$ cat src/rtl/antirebotes.sv
// -----------------------------------------------------------------------------
// antirebotes -- push-button debouncer
//
// Purpose:
//   Filters a bouncing mechanical push-button level into a clean, registered
//   level. A new level is accepted only after STABLE_CYCLES consecutive clock
//   samples at that level. Any single opposite sample during qualification
//   aborts it and returns the FSM to the previous stable state.
//
// Parameters:
//   STABLE_CYCLES  consecutive samples needed to accept a new level (2..2^24)
//
// Ports:
//   clk       input   single clock, all state updates on its rising edge
//   rst_n     input   asynchronous active-low reset
//   button_i  input   raw (bouncing) button level
//   button_o  output  debounced level, flip-flop output synchronous to clk
//
// Configuration macro:
//   ANTIREBOTES_SYNC_EN  when defined, button_i passes through a 2-flop
//                        synchronizer (reset value 0) before the FSM, adding
//                        two cycles of latency. When undefined, button_i is
//                        used directly and must already be synchronous to clk.
// -----------------------------------------------------------------------------
module antirebotes #(
  parameter int unsigned STABLE_CYCLES = 1000000
) (
  input  logic clk,
  input  logic rst_n,
  input  logic button_i,
  output logic button_o
);

  localparam int unsigned CNT_W = $clog2(STABLE_CYCLES);
  localparam logic [CNT_W-1:0] CNT_ZERO = CNT_W'(0);
  localparam logic [CNT_W-1:0] CNT_ONE  = CNT_W'(1);
  localparam logic [CNT_W-1:0] CNT_MAX  = CNT_W'(STABLE_CYCLES - 1);

  // The output level equals state bit 1 so the decode stays trivial.
  typedef enum logic [1:0] {
    ST_LOW      = 2'b00,
    ST_CHK_HIGH = 2'b01,
    ST_HIGH     = 2'b11,
    ST_CHK_LOW  = 2'b10
  } state_e;

  state_e           state_q;
  state_e           state_d;
  logic [CNT_W-1:0] cnt_q;
  logic [CNT_W-1:0] cnt_d;
  logic             button_q;
  logic             button_d;
  logic             sample_s;

`ifdef ANTIREBOTES_SYNC_EN
  logic sync1_q;
  logic sync2_q;

  // Two-flop synchronizer bringing the asynchronous button into the clk domain.
  always_ff @(posedge clk or negedge rst_n) begin
    if (!rst_n) begin
      sync1_q <= 1'b0;
      sync2_q <= 1'b0;
    end else begin
      sync1_q <= button_i;
      sync2_q <= sync1_q;
    end
  end

  assign sample_s = sync2_q;
`else
  assign sample_s = button_i;
`endif

  // Next-state and counter logic of the qualification FSM.
  always_comb begin
    state_d = ST_LOW;
    cnt_d   = CNT_ZERO;
    case (state_q)
      ST_LOW: begin
        if (sample_s) begin
          state_d = ST_CHK_HIGH;
          cnt_d   = CNT_ONE;
        end else begin
          state_d = ST_LOW;
          cnt_d   = CNT_ZERO;
        end
      end
      ST_CHK_HIGH: begin
        if (!sample_s) begin
          state_d = ST_LOW;
          cnt_d   = CNT_ZERO;
        end else if (cnt_q >= CNT_MAX) begin
          // >= rather than == so a corrupted count can never run past the
          // limit or wrap; it simply completes the qualification.
          state_d = ST_HIGH;
          cnt_d   = CNT_ZERO;
        end else begin
          state_d = ST_CHK_HIGH;
          cnt_d   = cnt_q + CNT_ONE;
        end
      end
      ST_HIGH: begin
        if (!sample_s) begin
          state_d = ST_CHK_LOW;
          cnt_d   = CNT_ONE;
        end else begin
          state_d = ST_HIGH;
          cnt_d   = CNT_ZERO;
        end
      end
      ST_CHK_LOW: begin
        if (sample_s) begin
          state_d = ST_HIGH;
          cnt_d   = CNT_ZERO;
        end else if (cnt_q >= CNT_MAX) begin
          state_d = ST_LOW;
          cnt_d   = CNT_ZERO;
        end else begin
          state_d = ST_CHK_LOW;
          cnt_d   = cnt_q + CNT_ONE;
        end
      end
      default: begin
        // Any unexpected encoding recovers to a known idle state.
        state_d = ST_LOW;
        cnt_d   = CNT_ZERO;
      end
    endcase
  end

  // Output decode from the next state, so the registered output changes on
  // the same edge the FSM enters HIGH or LOW.
  always_comb begin
    button_d = 1'b0;
    if ((state_d == ST_HIGH) || (state_d == ST_CHK_LOW)) begin
      button_d = 1'b1;
    end else begin
      button_d = 1'b0;
    end
  end

  // State, counter and output registers.
  always_ff @(posedge clk or negedge rst_n) begin
    if (!rst_n) begin
      state_q  <= ST_LOW;
      cnt_q    <= CNT_ZERO;
      button_q <= 1'b0;
    end else begin
      state_q  <= state_d;
      cnt_q    <= cnt_d;
      button_q <= button_d;
    end
  end

  assign button_o = button_q;

endmodule

$ cat config.mk
export PLATFORM = sky130hd
export DESIGN_NAME = antirebotes
export DESIGN_NICKNAME = d
export VERILOG_FILES = /design/src/rtl/antirebotes.sv
export SDC_FILE = /design/constraint.sdc
export NUM_CORES = 1
export LEC_CHECK = 0
export ABC_AREA = 1
export CORE_MARGIN = 1
export CORE_UTILIZATION = 61
export DETAILED_ROUTE_END_ITERATION = 8
export HOLD_SLACK_MARGIN = 0.06
export PLACE_DENSITY_LB_ADDON = 0.25
export SYNTH_ARGS = -nofsm -noshare
export SYNTH_HDL_FRONTEND = slang
export SYNTH_SLANG_ARGS = --single-unit
$ cat constraint.sdc
create_clock -name clk -period 2.5 [get_ports clk]
set_input_delay 0.625 -clock clk [delete_from_list [all_inputs] [get_ports clk]]
set_output_delay 0.625 -clock clk [all_outputs]
set_load 0.01 [all_outputs]
==> run_results.csv <==
group,metric,value,unit
worst_setup_path,path_cells,"clkdlybuf4s50_1 -> nand2_1 -> o21ai_0 -> a21oi_1 -> nand3_4 -> nor2_1",
global_routing,grt_antenna_before_repair,0,
layout,final_area,1520,µm²
floorplanning,pin_count,4,
placed_design,port-buffer-count,3,
pwr,sequential_group_share_of_total_power,63.4,%
detailed_routing,drt_pass_1_iters,4,
clocking,postCtsHoldBufs,0,
synth,count_of_flip_flops_with_a_built_in_enable_after_synthesis,0,
clocking,tritoncts,"yes",
placed_design,preCtsSetupSlack,0.204,ns
synth,post_synth.cell_area_avg,7.95,µm²
synth,yosys.area.top_type_share,39.8,%
detailed_routing,vias_per_cell,5.21,
sta,period_needed,1.96,ns
worst_setup_path,timing.critical_path.from_type,"input pin",
global_routing,first_global_vias,1152,
sta,setup_violations,0,
worst_setup_path,timing.reg2reg.setup_slack,0.67,ns
pwr,leakagePower,0.616,nW
floorplanning,die_height,50.7,µm
floorplanning,die_w,50.7,µm
pwr,clock_power_share,28.9,%
synth,synth.top_cells.by_area,"sky130_fd_sc_hd__dfrtp_1 (40%), sky130_fd_sc_hd__nand2_1 (12%), sky130_fd_sc_hd__nor2_4 (10%)",
sta,slew_at_the_pin_with_the_worst_max_slew_slack,0.423,ns
clocking,cts.path.max_buffers,2,
pwr,total_switching_power,152,µW
layout,layout.cells.non_filler,216,
synth,post-synth-top-count-cell,"sky130_fd_sc_hd__nand2_1",
synth,postSynthCellCount,182,
layout,n_antenna_cell,0,
pwr,intPower,451,µW
sta,fin_tns_setup,0,ns
clocking,cts_buffers,3,
sta,timing.final.crit_share,78.6,%
global_routing,gr-total-overflow,0,
layout,layout_overhead_on_the_synthesized_area,5.27,%
pwr,irDropWorstVdd,0.453,mV
synth,synth.ff_latch_count,23,
worst_setup_path,cp.arrival,2.22,ns
clocking,cts_repair_resize_count,0,
sta,hold_viol_final,0,
synth,cell_area_after_technology_mapping,1450,µm²
sta,achievable-frequency,509,MHz
layout,postLayoutCoreUtil,68.2,%
pwr,power_frac_comb,7.7,%
sta,setup_slack,0.535,ns
clocking,clk_transition_reported_paths,0.13,ns
sta,rsz0062_at_grt,"false",
floorplanning,floorplan.die_area,2570,µm²
detailed_routing,routedWlPerCell,12.4,µm
placed_design,hpwlAfterDp,2030,µm
clocking,root_buffer,"sky130_fd_sc_hd__clkbuf_4",
floorplanning,core_area,2230,µm²
worst_setup_path,cp_data_required_time,2.75,ns
layout,layout-drive-gt1-share,17.0,%
worst_setup_path,critPathKind,"in2reg",
detailed_routing,dr_total_vias,1125,
pwr,power.density,395,nW/µm²
clocking,tritoncts_num_sinks,23,
sta,final_max_slew_viol_count,0,
worst_setup_path,maximum_cell_stage_delay_along_the_critical_path,0.45,ns
detailed_routing,route.detailed.drc,0,
synth,synth_flop_cell,"sky130_fd_sc_hd__dfrtp_1",
detailed_routing,first_iter_violations,24,
clocking,postCtsSetupRepairBufs,0,
synth,syn-num-nets,186,
layout,final_nets,193,
floorplanning,floorplan.rows,17,
placed_design,place_inst,212,
floorplanning,floorplan.initialDensity,64.8,%
sta,fin_skew,0.0135,ns
synth,yosysUniqueCellTypes,22,
sta,maxSlewHeadroom,71.8,%
detailed_routing,wl,2670,µm
outcome,status,"completed",
global_routing,gr_util_all_layers,24.6,%
pwr,power.share.switching,25.2,%
synth,asyncSetResetFlopFracSynth,100,%
clocking,htreeDepth,1,
worst_setup_path,critical_path_peak_fanout,18,
synth,netlist_top_cells_count,"sky130_fd_sc_hd__nand2_1 (46), sky130_fd_sc_hd__nor2_1 (28), sky130_fd_sc_hd__dfrtp_1 (23), sky130_fd_sc_hd__inv_1 (19), sky130_fd_sc_hd__nor2_4 (13)",
global_routing,first_pass_grt_wire_length,4660,µm
detailed_routing,drtAntennaViolNets,0,
job,maxCapViolations,0,
clocking,clock_latency,0.32,ns
global_routing,maximum_number_of_pins_on_one_net_before_global_route_repair,24,
placed_design,gp_congestion,0.860,
worst_setup_path,timing.critical_path.to_type,"register",
synth,yosys_warnings,0,
synth,synthDominantAreaCellType,"sky130_fd_sc_hd__dfrtp_1",
placed_design,dpl-instance-area,1500,µm²
min_path,hold_path.class,"reg2reg",
worst_setup_path,cpMaxStageDelayCell,"sky130_fd_sc_hd__clkdlybuf4s50_1",
synth,synth_seq_area_share,39.8,%
## power groups by stage
stage	registers (mW)	logic (mW)	clock network (mW)
4_1_cts	0.382	0.0473	0.180
3_3_place_gp	0.389	0.0456	0
2_1_floorplan	0.388	0.0351	0
5_1_grt	0.383	0.0525	0.192
3_5_place_dp	0.389	0.0471	0
6_report	0.382	0.0463	0.174
## state kept, by name, indices dropped and copies added, names as in the netlist
register and flops:
cnt_q 20, state_q 2, button_o 1
## placed cells by master, fill, tap and decap left out
cell	instances
sky130_fd_sc_hd__ha_1	1
sky130_fd_sc_hd__buf_4	1
sky130_fd_sc_hd__nand4_1	3
sky130_fd_sc_hd__dfrtp_1	23
sky130_fd_sc_hd__nand3_1	9
sky130_fd_sc_hd__inv_1	19
sky130_fd_sc_hd__xor2_1	11
sky130_fd_sc_hd__a21oi_1	2
sky130_fd_sc_hd__clkdlybuf4s50_1	3
sky130_fd_sc_hd__nor2_4	13
sky130_fd_sc_hd__inv_2	2
sky130_fd_sc_hd__nand2_1	46
sky130_fd_sc_hd__nor2_2	5
sky130_fd_sc_hd__clkbuf_4	3
sky130_fd_sc_hd__clkinv_2	1
sky130_fd_sc_hd__nor3_1	4
sky130_fd_sc_hd__xnor2_1	3
sky130_fd_sc_hd__nand3_2	1
sky130_fd_sc_hd__nand2_2	4
sky130_fd_sc_hd__nor2_1	28
sky130_fd_sc_hd__o21ai_0	3
sky130_fd_sc_hd__a21oi_2	1
sky130_fd_sc_hd__a41oi_1	1
sky130_fd_sc_hd__nand3_4	1
## path summary, 6_finish.rpt
kind                                   to  cells past startpoint       from
worst max register to register  cnt_q[15]                      6   cnt_q[0]
worst max-delay path            cnt_q[15]                      6   button_i
max in group asynchronous       cnt_q[10]                      2      rst_n
min in group asynchronous       cnt_q[12]                      2      rst_n
worst min-delay path            cnt_q[19]                      2  cnt_q[19]
worst min register to register  cnt_q[19]                      2  cnt_q[19]
## worst max-delay path: cells and delay by family
| family | cells | cell delay (ns) |
|---|---|---|
| AOI/OAI and AO/OA | 2 | 0.43 |
| buffers and inverters | 1 | 0.45 |
| and+or+nand+nor | 3 | 0.70 |
## through the flow
step	total power [mW]	hold WS, ns
floorplan	0.423	0.329
global placement	0.435	0.508
detailed placement	0.436	0.528
CTS	0.610	0.558
global route	0.627	0.583
finish	0.603	0.568
## area by class of cell
type                       count  area [µm²]
multi-input combinational    136         769
fill                         199         709
sequential                    23         576
inverter                      21        78.8
timing repair buffer           4        37.5
tap                           28        35.0
clock buffer                   3        22.5
clock inverter                 1        5.00
## kinds of logic (layout without fill, tap and decap cells)
| logic type | after synthesis | in the layout | synth area share (%) |
|---|---|---|---|
| simple gates | 114 | 114 | 40.9 |
| fa+ha+maj | 1 | 1 | 0.864 |
| buf+inv | 23 | 29 | 7.09 |
| compound gates | 7 | 7 | 2.94 |
| xor+xnor | 14 | 14 | 8.47 |
| flops | 23 | 23 | 39.8 |
## per-layer routing
metal	GRT usage, %	vias to the layer above	routed length [µm]
met5	0	-	0
met4	12.0	0	52
met3	3.64	6	78
met2	44.2	17	1310
met1	28.1	528	1230
li1	-	574	-
Note: power is estimated with default switching activity, not from simulation.
